===== src/rtl/shade_dither.sv =====
// Colour-output stage: per-scene palette plus 4x4 ordered dither into 2-bit RGB, syncs delayed to match.
// Optional SHADE_DITHER_TEMPORAL_EN rotates the Bayer column each frame via a 4-bit frame counter.
module shade_dither #(
    parameter int V_MID = 240
) (
    input  logic        clk,
    input  logic        rst,
    input  logic        hit,
    input  logic [5:0]  luma,
    input  logic [10:0] h_count,
    input  logic [9:0]  v_count,
    input  logic        display_en,
    input  logic        hsync_in,
    input  logic        vsync_in,
    input  logic [1:0]  scene_select,
    output logic [1:0]  r,
    output logic [1:0]  g,
    output logic [1:0]  b,
    output logic        hsync_out,
    output logic        vsync_out
);

    localparam logic [9:0] VMID = 10'(V_MID);

    // Channel weight codes: 0 -> off, 1 -> 1/4, 2 -> 1/2, 3 -> full.
    localparam logic [1:0] W_OFF = 2'd0;
    localparam logic [1:0] W_QTR = 2'd1;
    localparam logic [1:0] W_HLF = 2'd2;
    localparam logic [1:0] W_ONE = 2'd3;

    function automatic logic [3:0] bayer_t(input logic [1:0] row, input logic [1:0] col);
        logic [3:0] t;
        case ({row, col})
            4'h0: t = 4'd0;   4'h1: t = 4'd8;   4'h2: t = 4'd2;   4'h3: t = 4'd10;
            4'h4: t = 4'd12;  4'h5: t = 4'd4;   4'h6: t = 4'd14;  4'h7: t = 4'd6;
            4'h8: t = 4'd3;   4'h9: t = 4'd11;  4'hA: t = 4'd1;   4'hB: t = 4'd9;
            4'hC: t = 4'd15;  4'hD: t = 4'd7;   4'hE: t = 4'd13;  default: t = 4'd5;
        endcase
        return t;
    endfunction

    function automatic logic [5:0] scale(input logic [5:0] l, input logic [1:0] w);
        logic [5:0] s;
        case (w)
            W_OFF:   s = 6'd0;
            W_QTR:   s = l >> 2;
            W_HLF:   s = l >> 1;
            default: s = l;
        endcase
        return s;
    endfunction

    // Round up by one level when the fraction beats the threshold, saturating at 3.
    function automatic logic [1:0] quant(input logic [5:0] s, input logic [3:0] t);
        logic [1:0] q;
        q = s[5:4];
        if ((s[3:0] > t) && (q != 2'd3)) q = q + 2'd1;
        return q;
    endfunction

    // Stage 1
    logic       hit_q, de_q, hs1_q, vs1_q, above_q;
    logic [5:0] luma_q;
    logic [3:0] thr_q, thr_d;
    // Stage 2 / outputs
    logic [1:0] r_q, g_q, b_q, r_d, g_d, b_d;
    logic       hs2_q, vs2_q;
    // Frame state
    logic [1:0] scene_q, scene_d;
    logic       vs_fall;
    logic [1:0] col;
    logic [1:0] wr, wg, wb;
`ifdef SHADE_DITHER_TEMPORAL_EN
    logic [3:0] frame_q, frame_d;
`endif

    logic unused_hcnt;
    assign unused_hcnt = ^h_count[10:2];

    always_comb begin
        vs_fall = vs2_q & ~vs1_q;
        scene_d = vs_fall ? scene_select : scene_q;
`ifdef SHADE_DITHER_TEMPORAL_EN
        // Next-frame count so the pixel sampled alongside the palette switch also gets the new offset.
        frame_d = vs_fall ? frame_q + 4'd1 : frame_q;
        col     = h_count[1:0] ^ frame_d[1:0];
`else
        col     = h_count[1:0];
`endif
        thr_d = bayer_t(v_count[1:0], col);

        wr = W_ONE;
        wg = W_ONE;
        wb = W_ONE;
        case (scene_q)
            2'd1:    begin wr = W_ONE; wg = W_HLF; wb = W_OFF; end
            2'd2:    begin wr = W_OFF; wg = W_ONE; wb = W_ONE; end
            2'd3:    begin wr = W_QTR; wg = W_ONE; wb = W_QTR; end
            default: begin wr = W_ONE; wg = W_ONE; wb = W_ONE; end
        endcase

        r_d = 2'd0;
        g_d = 2'd0;
        b_d = 2'd0;
        if (!de_q) begin
            r_d = 2'd0;
        end else if (!hit_q) begin
            b_d = above_q ? 2'd1 : 2'd0;
        end else begin
            r_d = quant(scale(luma_q, wr), thr_q);
            g_d = quant(scale(luma_q, wg), thr_q);
            b_d = quant(scale(luma_q, wb), thr_q);
        end
    end

    always_ff @(posedge clk) begin
        if (rst) begin
            hit_q   <= 1'b0;
            luma_q  <= 6'd0;
            de_q    <= 1'b0;
            hs1_q   <= 1'b1;
            vs1_q   <= 1'b1;
            above_q <= 1'b0;
            thr_q   <= 4'd0;
            hs2_q   <= 1'b1;
            vs2_q   <= 1'b1;
            r_q     <= 2'd0;
            g_q     <= 2'd0;
            b_q     <= 2'd0;
            scene_q <= 2'd0;
`ifdef SHADE_DITHER_TEMPORAL_EN
            frame_q <= 4'd0;
`endif
        end else begin
            hit_q   <= hit;
            luma_q  <= luma;
            de_q    <= display_en;
            hs1_q   <= hsync_in;
            vs1_q   <= vsync_in;
            above_q <= (v_count < VMID);
            thr_q   <= thr_d;
            hs2_q   <= hs1_q;
            vs2_q   <= vs1_q;
            r_q     <= r_d;
            g_q     <= g_d;
            b_q     <= b_d;
            scene_q <= scene_d;
`ifdef SHADE_DITHER_TEMPORAL_EN
            frame_q <= frame_d;
`endif
        end
    end

    assign r         = r_q;
    assign g         = g_q;
    assign b         = b_q;
    assign hsync_out = hs2_q;
    assign vsync_out = vs2_q;

endmodule


===== config.mk =====
export PLATFORM = sky130hd
export DESIGN_NAME = shade_dither
export DESIGN_NICKNAME = d
export VERILOG_FILES = /design/src/rtl/shade_dither.sv
export SDC_FILE = /design/constraint.sdc
export NUM_CORES = 1
export LEC_CHECK = 0
export ABC_AREA = 1
export BUFFER_PORTS_ARGS = -buffer_cell sky130_fd_sc_hd__buf_2
export CAP_MARGIN = 20
export CORE_UTILIZATION = 49
export CTS_CLUSTER_DIAMETER = 100
export DETAILED_ROUTE_END_ITERATION = 10
export GPL_ROUTABILITY_DRIVEN = 0
export PLACE_DENSITY_LB_ADDON = 0.25
export SLEW_MARGIN = 15
export SYNTH_ARGS = -nofsm -noshare
export SYNTH_HDL_FRONTEND = slang
export SYNTH_SLANG_ARGS = --single-unit

===== constraint.sdc =====
create_clock -name clk -period 2.45 [get_ports clk]
set_clock_uncertainty 0.15 [all_clocks]
set_input_delay 0.245 -clock clk [delete_from_list [all_inputs] [get_ports clk]]
set_output_delay 0.245 -clock clk [all_outputs]
set_load 0.02 [all_outputs]

## Word level (Yosys, flattened, before mapping)

Memories as Yosys holds them, arrays and structs flattened. A register that Yosys moved wholly into a read port is not among the register bits.
Cells that the tools add are included.

| word-level totals | value |
|---|---|
| bits of input ports | 35 |
| logic and storage cells | 61 |
| ROM bits | 64 |
| memories kept | 1 |
| register bits after elaboration | 21 |

Memory list:

| memory | words | bits a word | read ports | clocked after memory_dff | write ports | line | source |
|---|---|---|---|---|---|---|---|
| (name not given) | 16 | 4 | 1 | 1 | 0 | 33 | `case ({row, col})` |

| operators by class | value |
|---|---|
| equal/unequal tests | 12 |
| reductions and logical operators | 8 |
| bitwise gates (word level) | 4 |
| muxes and demuxes | 17 |
| add/subtract/negate cells | 3 |
| $lt $le $gt $ge | 4 |

Operators by type and width:

| cell | count |
|---|---|
| 6-bit case mux with 3 select lines | 3 |
| 6-bit 2-to-1 mux | 6 |
| 4-bit > comparator | 3 |
| 2-bit equality test (second input constant) | 5 |
| 10-bit by 8-bit < comparator with 1-bit output (second input constant) | 1 |
| 2-bit by 1-bit equality test with 1-bit output (second input constant) | 4 |
| 2-bit 2-to-1 mux | 4 |
| 2-bit case mux with 2 select lines | 2 |
| 2-bit by 1-bit adder with 2-bit output (second input constant) | 3 |
| 2-bit logical NOT | 3 |
| 2-bit != test (second input constant) | 3 |
| 1-bit logical AND | 3 |
| 1-bit inverter | 3 |
| 3-bit OR reduction | 1 |
| 1-bit 2-to-1 mux | 2 |
| 2-bit OR reduction | 1 |
| 1-bit bitwise AND | 1 |

## Depth between registers and ports, before layout

Gate-level depths: netlist (run 1).

| depth | value |
|---|---|
| depth in word-level cells | 10 |
| gate-level depth with buffers | 14 |
| mapped depth without buffers | 13 |

## Worst setup path after synthesis (run 1)

OpenSTA, ideal clock, no wires.

| timing | value |
|---|---|
| path kind | reg2reg |
| start point | register scene_q[0] |
| end point | register r_q[0], in the netlist r[0] |
| stages on the path, launching flop included | 11 |
| setup time | 115 ps |
| data required time | 2185 ps |
| data arrival time | 1465 ps |
| buffers on the path | 1 |
| setup slack | 720 ps |
| clock period less this slack | 1730 ps |
| cell sequence | dfxtp_1 -> buf_2 -> nand3_1 -> o21ai_0 -> ha_1 -> nand2_1 -> inv_1 -> a31oi_1 -> nand3_1 -> nand2_1 -> nor2_1 |

| on the way | value |
|---|---|
| longest elaborated chain between the ends | 9 |

Ends and longest elaborated chain:

| element | line | source |
|---|---|---|
| from (decl) | 69 | `logic [1:0] scene_q, scene_d;` |
| from (signal assigned) | 147 | `scene_q <= scene_d;` |
| 2-bit equality test | 95 | `case (scene_q)` |
| 2-bit case mux with 2 select lines * | 95 |  |
| 2-bit equality test (tied with other cells) | 44 | `case (w)` |
| 6-bit case mux with 3 select lines * | 44 |  |
| 6-bit 2-to-1 mux * | 107 | `end else if (!hit_q) begin` |
| 6-bit 2-to-1 mux * | 105 | `if (!de_q) begin` |
| 4-bit > comparator or 2-bit != test (tied branches) | 57 | `if ((s[3:0] > t) && (q != 2'd3)) q = q + 2'd1;` |
| 1-bit logical AND | 57 |  |
| 2-bit 2-to-1 mux * | 57 |  |
| to (signal assigned) | 144 | `r_q <= r_d;` |
| to (decl) | 66 | `logic [1:0] r_q, g_q, b_q, r_d, g_d, b_d;` |

Mark *: on every way between the ends. The rest lies on a longest branch, timed or not. The select of a mux whose other input is x is not followed.
A chain may end at the register's enable or synchronous reset.

## Worst setup path in the final report (run 1)

| timing | value |
|---|---|
| start point | register scene_q[1] |
| end point | register g_q[0], in the netlist g[0] |

| on the way | value |
|---|---|
| longest elaborated chain between the ends | 9 |

Ends and longest elaborated chain:

| element | line | source |
|---|---|---|
| 2-bit by 1-bit equality test with 1-bit output * | 95 |  |
| 1-bit 2-to-1 mux * | 95 |  |
| 2-bit equality test (tied with other cells) | 44 |  |
| 6-bit case mux with 3 select lines * | 44 |  |
| 6-bit 2-to-1 mux * | 107 |  |
| 6-bit 2-to-1 mux * | 105 |  |
| 4-bit > comparator or 2-bit != test (tied branches) | 57 |  |
| 1-bit logical AND | 57 |  |
| 2-bit 2-to-1 mux * | 57 |  |
| to (signal assigned) | 145 | `g_q <= g_d;` |
| to (decl) | 66 |  |

Marks and branches as above.

==> results of run 1 <==
## area by class of cell
cell class,instances,share of cell area [%]
Multi-Input combinational cell,118,39.9
Sequential cell,25,29.9
Timing Repair Buffer,47,18.7
Inverter,34,7.63
Tap cell,30,2.24
Clock buffer,4,1.57
## power breakdown
group          switching, uW  internal (uW)  leakage [uW]  total (uW)
combinational            116           91.7      0.000647         208
sequential              11.5            426      0.000206         437
clock                    121           63.8     0.0000150         185
total                    249            581      0.000868         830
## routing by layer
| layer | global-route usage [%] | up-vias | routed length (um) |
|---|---|---|---|
| met2 | 40.9 | 42 | 1420 |
| met5 | 0 | - | 0 |
| met4 | 11.8 | 0 | 72 |
| met1 | 24.3 | 531 | 1210 |
| met3 | 3.67 | 6 | 117 |
| li1 | - | 668 | - |
## logic make-up (layout without fill, tap and decap cells)
| family | count (synthesis) | after routing |
|---|---|---|
| AND/OR/NAND/NOR | 66 | 66 |
| AO/OA/AOI/OAI | 35 | 35 |
| XOR/XNOR | 2 | 2 |
| buffers and inverters | 38 | 85 |
| adder cells (fa/ha/maj) | 15 | 15 |
| flip-flops | 25 | 25 |
## worst max-delay path: stages (launching register included)
cell and delay [ps]:
sky130_fd_sc_hd__dfxtp_1 540, sky130_fd_sc_hd__inv_1 140, sky130_fd_sc_hd__nand2_2 180, sky130_fd_sc_hd__nand2_1 70
sky130_fd_sc_hd__o21ai_0 100, sky130_fd_sc_hd__ha_1 270, sky130_fd_sc_hd__nand2_1 80, sky130_fd_sc_hd__inv_1 40
sky130_fd_sc_hd__a31oi_1 220, sky130_fd_sc_hd__nand2_1 120, sky130_fd_sc_hd__nand2_1 70, sky130_fd_sc_hd__nand2_1 40
sky130_fd_sc_hd__nor2_1 70
## how the worst max path moves through the flow
stage                      end  slack [ps]  cells past startpoint
2_1_floorplan  r[0]$_SDFF_PP0_         720                     10
3_3_place_gp   g[0]$_SDFF_PP0_         410                     11
4_1_cts        g[0]$_SDFF_PP0_         340                     12
6_report       g[0]$_SDFF_PP0_         300                     12
3_5_place_dp   g[0]$_SDFF_PP0_         360                     10
5_1_grt        g[0]$_SDFF_PP0_          80                     12
## registers in the layout (all words and copies together), names as in the netlist, 2 cells and up
register,count
r,2
luma_q,6
thr_q,4
scene_q,2
g,2
b,2
## what timing repair did
action,4_1_cts,5_1_grt
buffers inserted,0,0
hold buffers,15,0
hold endpoints to repair,14,0
## through the flow
| stage | util (%) | instances | setup WS, ps | instance area (um2) | hold slack (ps) |
|---|---|---|---|---|---|
| after floorplan | - | 181 | 720 | 1320 | 199 |
| after global placement | 59.9 | 239 | 409 | 1500 | 249 |
| after detailed placement | 59.9 | 239 | 357 | 1500 | 252 |
| after CTS | 66.9 | 258 | 343 | 1670 | 3.09 |
| after global routing | 66.9 | 258 | 81.7 | 1670 | 36.6 |
| final | 66.9 | 258 | 302 | 1670 | -1.27 |
## placed cells by master (no fill, tap or decap), drive strengths merged, types with 4 or more instances in the layout
| master | netlist | final |
|---|---|---|
| inv | 34 | 34 |
| buf | 3 | 32 |
| nor2 | 28 | 28 |
| nand2 | 26 | 26 |
| dfxtp | 25 | 25 |
| o21ai | 18 | 18 |
| ha | 15 | 15 |
| dlygate4sd3 | 0 | 15 |
| a21oi | 13 | 13 |
| nand3 | 6 | 6 |
| or2 | 4 | 4 |
| clkbuf | 1 | 4 |
==> flow_summary_export.csv, run 1 <==
group,metric,value,unit
outcome,outcome,"finished with violations",
outcome,failing_checks,"hold timing",
logic_synthesis,synth_simple_gate_area_share,20.9,%
clocking,clk_pin_slew,130,ps
logic_synthesis,post_synthesis_adder_cell_area_fraction,14.3,%
power,total_power,830,uW
logic_synthesis,cell_types_with_the_highest_counts_after_synthesis,"sky130_fd_sc_hd__inv_1, sky130_fd_sc_hd__nor2_1, sky130_fd_sc_hd__dfxtp_1, sky130_fd_sc_hd__nand2_1, sky130_fd_sc_hd__ha_1",
final_layout,diodes,0,
clocking,cts-htree-levels,1,
worst_setup_path,r2r.worst_path.cells,12,
power,max-vdd-ir-drop,402,uV
clocking,cts_num_sinks,25,
drt,totalWireLength,2.82,mm
worst_setup_path,worst-path-max-fanout,11,
worst_setup_path,regToRegStartpoint,"scene_q[1]$_SDFFE_PP0P_",
timing,grt_setup_unrepaired,"no",
logic_synthesis,cell_taking_the_most_area_after_synthesis,"sky130_fd_sc_hd__dfxtp_1",
logic_synthesis,yosysWarningCount,0,
worst_setup_path,worstSetupPathType,"register to register",
worst_setup_path,reg2reg_slack,300,ps
floorplanning,io_pins,43,
logic_synthesis,netlist_area,1320,um2
drt,wl_per_cell,10.9,um
logic_synthesis,ffs_w_async_s_r_synth,0,%
final_layout,multiInputGateArea,668,um2
run,drv.max_cap_violation_count,0,
clocking,clock_path_buffers,2,
global_routing,gr-total-overflow,0,
min_path,launch_instance_of_the_worst_min_delay_path,"h_count[1]",
logic_synthesis,postSynthNetCount,231,
worst_setup_path,arrival,2270,ps
logic_synthesis,synth_top_family_by_area,"simple AND/OR/NAND/NOR gates",
clocking,clk-insertion-delay-late,320,ps
clocking,cts.root.buffer_cell,"sky130_fd_sc_hd__clkbuf_4",
clocking,postCtsResizedCells,0,
logic_synthesis,synth_area_leaders,"sky130_fd_sc_hd__dfxtp_1, sky130_fd_sc_hd__ha_1, sky130_fd_sc_hd__inv_1",
timing,report.final.hold_viol_count,1,
logic_synthesis,yosys-mux-area-fraction,0,%
floorplanning,die-width,53.8,um
logic_synthesis,yosys.cell_count.top_type,"sky130_fd_sc_hd__inv_1",
placed_design,port-buffer-count,31,
drt,detailedRoute.firstIterationViolations,21,
logic_synthesis,synth-seq-cells,25,
clocking,total_cts_buffers,3,
final_layout,layout.nets,279,
drt,ant_nets,0,
floorplanning,core,2500,um2
placed_design,dp_hpwl,2.06,mm
floorplanning,design.die.area,2890,um2
global_routing,wire_length_of_the_first_global_routing_pass,4.52,mm
worst_setup_path,timing.critical_path.from_type,"register",
timing,achievable-frequency,466,MHz
global_routing,groute.usage.overall,22.4,%
timing,setup-violations-final,0,
logic_synthesis,synth_edf_count,0,
floorplanning,start_util,52.6,%
worst_setup_path,critical_path.reg2reg.endpoint,"g[0]$_SDFF_PP0_",
timing,min_period_over_period,87.7,%
drt,route.detailed.vias_per_inst,4.83,
worst_setup_path,required,2570,ps
global_routing,grt_pass1_vias,1135,
floorplanning,placement_rows,18,
timing,setup-tns-final,0,ps
min_path,timing.hold.worst.class,"input pin to register",
logic_synthesis,synthesis.instances,181,
logic_synthesis,synth_compound_gate_area_share,14.3,%
clocking,cts_tree,"done",
min_path,hold-path-endpoint,"thr_q[1]$_SDFF_PP0_",
power,p_leak,0.000868,uW
logic_synthesis,synth_xor_area_share,1.33,%
timing,finalMaxSlewViolations,0,
final_layout,layout-drive-gt1-share,18.0,%
final_layout,flip_flop_and_latch_area,500,um2
logic_synthesis,synth_cell_type_count,21,
min_path,min_delay_path_depth,3,
logic_synthesis,avgSynthCellArea,7.27,um2
worst_setup_path,endpoint_kind,"register",
final_layout,area_growth_syn_to_layout,27.2,%
timing,timing.hold.ws,-1.27,ps
drt,drc_errors,0,
timing,tightest_slew,337,ps
timing,period_minus_slack,2150,ps
worst_setup_path,crit_start,"scene_q[1]$_SDFFE_PP0P_",
drt,routed-via-count,1247,
logic_synthesis,synth_sequential_area_ratio,38.1,%
global_routing,maximum_number_of_pins_on_one_net_before_global_route_repair,18,
logic_synthesis,synth_flop_cell,"sky130_fd_sc_hd__dfxtp_1",
final_layout,layout.filler_cells,207,
timing,slew_headroom,77.5,%
logic_synthesis,netlist.area_leader.share,38.1,%
floorplanning,die_height,53.8,um
drt,drt_first_pass_iters,4,
power,power_per_cell_area,496,nW/um2
global_routing,antenna_violations_before_repair,0,
No activity file was read; power rests on OpenSTA's default activity.
==> run 2: changes to the inputs <==
==> constraint.sdc (replaced) <==
create_clock -name clk -period 2.2 [get_ports clk]
set_clock_uncertainty 0.15 [all_clocks]
set_input_delay 0.22 -clock clk [delete_from_list [all_inputs] [get_ports clk]]
set_output_delay 0.22 -clock clk [all_outputs]
set_load 0.02 [all_outputs]
==> run 2 against run 1 <==
The flow now finishes without violations. Largest power group unchanged. Core utilization up 1.3 points. Flip-flop and latch count unchanged. Die area unchanged. Global-route usage up 0.45 points. Cell area up 1.9%. Sequential power up 11%. Non-clock buffer count up 3. Maximum frequency up 2.3%. Power up 12%. Cell count up 1.2%.
==> flow_summary_export.csv, run 2 (synthesized netlist as in run 1, its figures left out) <==
group,metric,value,unit
worst_setup_path,arrival,2170,ps
final_layout,multiInputGateArea,671,um2
power,power_per_cell_area,547,nW/um2
final_layout,layout-drive-gt1-share,19.0,%
global_routing,antenna_violations_before_repair,0,
worst_setup_path,worstSetupPathType,"register to register",
global_routing,groute.usage.overall,22.9,%
outcome,outcome,"completed",
clocking,clk_pin_slew,140,ps
clocking,clock_path_buffers,2,
global_routing,wire_length_of_the_first_global_routing_pass,4.71,mm
clocking,postCtsSetupRepairBufs,0,
final_layout,regMostFlops,"luma_q",
final_layout,largest_register_ff_count,6,
floorplanning,core,2500,um2
clocking,cts_num_sinks,25,
clocking,clk-insertion-delay-late,320,ps
final_layout,final_common_cell,"sky130_fd_sc_hd__inv_1",
placed_design,dp_hpwl,2.22,mm
timing,tightest_slew,342,ps
floorplanning,die_height,53.8,um
drt,drc_errors,0,
global_routing,grt_pass1_vias,1194,
final_layout,area_growth_syn_to_layout,29.6,%
floorplanning,die-width,53.8,um
timing,finalMaxSlewViolations,0,
global_routing,gr-total-overflow,0,
worst_setup_path,critical_path.reg2reg.endpoint,"r[0]$_SDFF_PP0_",
drt,ant_nets,0,
placed_design,port-buffer-count,31,
floorplanning,io_pins,43,
final_layout,flip_flop_and_latch_area,500,um2
worst_setup_path,timing.critical_path.from_type,"register",
power,p_leak,0.000885,uW
drt,totalWireLength,2.94,mm
worst_setup_path,regToRegStartpoint,"scene_q[0]$_SDFFE_PP0P_",
global_routing,maximum_number_of_pins_on_one_net_before_global_route_repair,18,
drt,detailedRoute.firstIterationViolations,27,
drt,route.detailed.vias_per_inst,4.84,
power,max-vdd-ir-drop,461,uV
clocking,cts-htree-levels,1,
final_layout,diodes,0,
drt,drt_first_pass_iters,4,
clocking,cts.root.buffer_cell,"sky130_fd_sc_hd__clkbuf_4",
final_layout,layout.filler_cells,211,
clocking,total_cts_buffers,3,
final_layout,largestRegisters,"luma_q: 6 flops, thr_q: 4 flops",
timing,setup-tns-final,0,ps
timing,achievable-frequency,476,MHz
clocking,cts_tree,"done",
timing,slew_headroom,77.1,%
min_path,launch_instance_of_the_worst_min_delay_path,"scene_select[1]",
final_layout,layout.nets,282,
worst_setup_path,r2r.worst_path.cells,10,
timing,setup-violations-final,0,
drt,wl_per_cell,11.3,um
final_layout,final_core_util,68.2,%
floorplanning,start_util,52.6,%
worst_setup_path,reg2reg_slack,100,ps
final_layout,most-common-layout-cells,"sky130_fd_sc_hd__inv_1, sky130_fd_sc_hd__buf_2, sky130_fd_sc_hd__nor2_1",
worst_setup_path,crit_start,"scene_q[0]$_SDFFE_PP0P_",
drt,routed-via-count,1263,
worst_setup_path,required,2270,ps
worst_setup_path,critical_path.endpoint,"r[0]$_SDFF_PP0_",
floorplanning,design.die.area,2890,um2
timing,min_period_over_period,95.4,%
worst_setup_path,endpoint_kind,"register",
timing,report.final.hold_viol_count,0,
timing,period_minus_slack,2100,ps
floorplanning,placement_rows,18,
worst_setup_path,worst-path-max-fanout,8,
min_path,timing.hold.worst.class,"input pin to register",
run,drv.max_cap_violation_count,0,
timing,grt_setup_unrepaired,"no",
[run 2: power by group]
group          internal [uW]  total (uW)  switching, uW
logic                    107         238            132
registers                474         486           12.4
clock network           68.1         208            140
total                    649         933            284
[run 2: worst min-delay path by stage]
stage,end,slack [ps],cells after the start
after global placement,hsync_out$_SDFF_PP1_,250,1
after global routing,scene_q[1]$_SDFFE_PP0P_,90,3
after floorplan,hs1_q$_SDFF_PP1_,170,1
final,scene_q[1]$_SDFFE_PP0P_,30,3
after detailed placement,hsync_out$_SDFF_PP1_,250,1
after CTS,scene_q[1]$_SDFFE_PP0P_,30,3
[run 2: worst max-delay path: stages, from the launching register on]
cell                      delay (ps)
sky130_fd_sc_hd__dfxtp_1         460
sky130_fd_sc_hd__buf_4           200
sky130_fd_sc_hd__nand3_1         130
sky130_fd_sc_hd__o21ai_0         140
sky130_fd_sc_hd__ha_1            280
sky130_fd_sc_hd__nand2_1          90
sky130_fd_sc_hd__inv_1            40
sky130_fd_sc_hd__a31oi_1         270
sky130_fd_sc_hd__nand3_1         130
sky130_fd_sc_hd__nand2_1          80
sky130_fd_sc_hd__nor2_1           40
[run 2: cell type report]
class / instances / area share (%)
clock buffer: 3 / 1.32
inverter: 34 / 7.49
timing repair buffer: 50 / 20.0
multi-input combinational: 118 / 39.4
tap: 30 / 2.20
sequential: 25 / 29.4
clock inverter: 1 / 0.294
[run 2: metrics by stage]
stage | std cells | power, uW | setup WS, ps | hold slack [ps] | cell area [um2]
3_3_place_gp | 240 | 695 | 331 | 249 | 1500
6_report | 261 | 933 | 100 | 31.0 | 1700
5_1_grt | 261 | 989 | 37.4 | 89.7 | 1700
2_1_floorplan | 181 | 644 | 470 | 174 | 1320
3_5_place_dp | 240 | 708 | 180 | 249 | 1500
4_1_cts | 261 | 932 | 142 | 33.5 | 1700
[run 2: routing by layer]
layer  vias up  wire length, um  track usage [%]
met2        34             1500             42.8
met4         0               53             7.46
met1       551             1270             25.8
met3         8              109             3.67
li1        670                -                -
met5         -                0                0
[run 2: what timing repair did]
item,in CTS,in global routing
gates resized for setup,0,1
hold buffers,17,0
endpoints found under the setup margin,0,2
hold endpoints to repair,16,0
==> run 3: changes to the inputs <==
--- a/config.mk
+++ b/config.mk
@@ -8,7 +8,8 @@
 export ABC_AREA = 1
 export BUFFER_PORTS_ARGS = -buffer_cell sky130_fd_sc_hd__buf_2
 export CAP_MARGIN = 20
-export CORE_UTILIZATION = 49
+export CORE_UTILIZATION = 30
+export CTS_BUF_LIST = sky130_fd_sc_hd__clkbuf_8
 export CTS_CLUSTER_DIAMETER = 100
 export DETAILED_ROUTE_END_ITERATION = 10
 export GPL_ROUTABILITY_DRIVEN = 0
==> constraint.sdc (replaced) <==
create_clock -name clk -period 2.05 [get_ports clk]
set_clock_uncertainty 0.15 [all_clocks]
set_input_delay 0.205 -clock clk [delete_from_list [all_inputs] [get_ports clk]]
set_output_delay 0.205 -clock clk [all_outputs]
set_load 0.02 [all_outputs]
==> run 3 against run 2 <==
Clock power grew 54%. Critical path type unchanged. Critical path depth did not move. Core utilization fell by 26 points. Via count fell by 6.5%. Worst setup slack improved by 110 ps. Register-to-register slack improved by 110 ps. Cell area up 0.88%. Highest routed layer unchanged. Worst hold slack lost 22 ps. Global-route usage down 10 points.
==> flow_summary_export.csv, run 3 (synthesized netlist as in run 1, its figures left out) <==
group,metric,value,unit
timing,achievable-frequency,543,MHz
min_path,launch_instance_of_the_worst_min_delay_path,"h_count[1]",
power,p_leak,0.000880,uW
worst_setup_path,critPathSlowestCell,"sky130_fd_sc_hd__dfxtp_1",
final_layout,layout-drive-gt1-share,18.9,%
floorplanning,die_height,68.2,um
clocking,cts-htree-levels,1,
floorplanning,placement_rows,23,
placed_design,dpl_cell_area,1530,um2
worst_setup_path,critical_path.n_buffers_inverters,2,
placed_design,dp_hpwl,1.97,mm
worst_setup_path,required,2080,ps
power,share_comb_of_total_power,22.6,%
timing,timing.hold.ws,9.27,ps
final_layout,layout.nets,279,
clocking,clk-insertion-delay-late,280,ps
worst_setup_path,regToRegStartpoint,"scene_q[0]$_SDFFE_PP0P_",
timing,grt_setup_unrepaired,"no",
timing,finalMaxSlewViolations,0,
worst_setup_path,worst-path-max-fanout,12,
timing,report.final.hold_viol_count,0,
drt,wl_per_cell,9.31,um
power,internal_power,761,uW
worst_setup_path,timing.critical_path.from_type,"register",
worst_setup_path,timing.critical_path.cells,"buf_4 -> nand3_1 -> o21ai_0 -> ha_1 -> nand2_1 -> inv_1 -> a31oi_1 -> nand3_1 -> nand2_1 -> nor2_1",
final_layout,final_area,1720,um2
clocking,clk_pin_slew,100,ps
timing,slew_headroom,78.0,%
final_layout,area_growth_syn_to_layout,30.7,%
power,power_frac_clock,29.5,%
floorplanning,start_util,32.0,%
final_layout,final_common_cell,"sky130_fd_sc_hd__inv_1",
drt,drt_first_pass_iters,4,
global_routing,wire_length_of_the_first_global_routing_pass,4.24,mm
drt,totalWireLength,2.59,mm
worst_setup_path,worstSetupPathType,"register to register",
clocking,cts.root.buffer_cell,"sky130_fd_sc_hd__clkbuf_8",
placed_design,port-buffer-count,31,
worst_setup_path,cp_top_family,"simple AND/OR/NAND/NOR gates",
power,power_per_cell_area,630,nW/um2
power,sequentialPowerShare,47.9,%
run,drv.max_cap_violation_count,0,
clocking,cts_num_sinks,25,
clocking,clock_path_buffers,2,
timing,min_period_over_period,89.8,%
min_path,timing.hold.worst.class,"input pin to register",
floorplanning,design.die.area,4650,um2
global_routing,groute.usage.overall,12.4,%
drt,drc_errors,0,
final_layout,regMostFlops,"luma_q",
power,max-vdd-ir-drop,501,uV
worst_setup_path,endpoint_kind,"register",
global_routing,grt_pass1_vias,1022,
final_layout,most-common-layout-cells,"sky130_fd_sc_hd__inv_1, sky130_fd_sc_hd__buf_2, sky130_fd_sc_hd__nor2_1",
worst_setup_path,arrival,1870,ps
timing,setup-tns-final,0,ps
timing,setup-violations-final,0,
timing,tightest_slew,328,ps
drt,routed-via-count,1181,
global_routing,gr-total-overflow,0,
timing,period_minus_slack,1840,ps
worst_setup_path,critPathMaxStageDelay,350,ps
clocking,total_cts_buffers,3,
floorplanning,io_pins,43,
floorplanning,core,4120,um2
drt,ant_nets,0,
global_routing,maximum_number_of_pins_on_one_net_before_global_route_repair,18,
worst_setup_path,crit_start,"scene_q[0]$_SDFFE_PP0P_",
power,power.net_switching,322,uW
final_layout,largest_register_ff_count,6,
power,netSwitchingFraction,29.8,%
global_routing,antenna_violations_before_repair,0,
final_layout,largestRegisters,"luma_q: 6 flops, thr_q: 4 flops",
outcome,outcome,"completed",
drt,detailedRoute.firstIterationViolations,37,
clocking,cts_tree,"done",
floorplanning,die-width,68.2,um
drt,route.detailed.vias_per_inst,4.25,
final_layout,diodes,0,
==> run 3: what timing repair did <==
| action | in CTS | in global routing |
|---|---|---|
| endpoints found under the setup margin | 0 | 1 |
| hold buffers | 14 | 0 |
| endpoints found under the hold margin | 13 | 0 |
| resized for setup | 0 | 2 |
| buffers inserted | 0 | 0 |
==> run 3: worst register-to-register path: stages, from the launching register on <==
cell,delay (ps)
sky130_fd_sc_hd__dfxtp_1,350
sky130_fd_sc_hd__buf_4,180
sky130_fd_sc_hd__nand3_1,100
sky130_fd_sc_hd__o21ai_0,100
sky130_fd_sc_hd__ha_1,280
sky130_fd_sc_hd__nand2_1,90
sky130_fd_sc_hd__inv_1,40
sky130_fd_sc_hd__a31oi_1,250
sky130_fd_sc_hd__nand3_1,110
sky130_fd_sc_hd__nand2_1,70
sky130_fd_sc_hd__nor2_1,30
==> run 3: final timing paths <==
check	end	slack [ps]	cells after the start
setup / recovery	r[0]$_SDFF_PP0_	210	10
hold reg to reg	hsync_out$_SDFF_PP1_	280	1
setup reg to reg	r[0]$_SDFF_PP0_	210	10
hold / removal	thr_q[1]$_SDFF_PP0_	9	3
==> run 3: power groups by stage <==
stage                     Clock (uW)  Sequential (uW)  Combinational (uW)
after floorplan                    0              532                 159
after global placement             0              530                 222
after global routing             345              521                 281
after CTS                        331              519                 247
after detailed placement           0              530                 226
final                            320              519                 245
==> run 3: metrics by stage <==
step                total power (uW)  utilization, %  setup WS (ps)  cells
global route                    1150            41.8           5.36    278
finish                          1080            41.8            210    278
detailed placement               756            37.2            196    260
floorplan                        691               -            320    181
CTS                             1100            41.8            185    278
global placement                 751            37.2            195    260
==> run 3: final cells by class <==
cell class	count	area, um2
repair buffers	47	310
flip-flops and latches	25	500
well taps	50	62.6
fillers	433	2400
multi-input cells	118	668
inverters	34	128
clock inverters	1	8.76
clock buffers	3	41.3
==> run 3: per-layer routing <==
metal / global-route usage [%] / up-vias / wire, um
met1: 14.9 / 493 / 1210
met2: 21.3 / 24 / 1240
met3: 3.50 / 2 / 112
met5: 0 / - / 0
li1: - / 662 / -
met4: 3.13 / 0 / 25
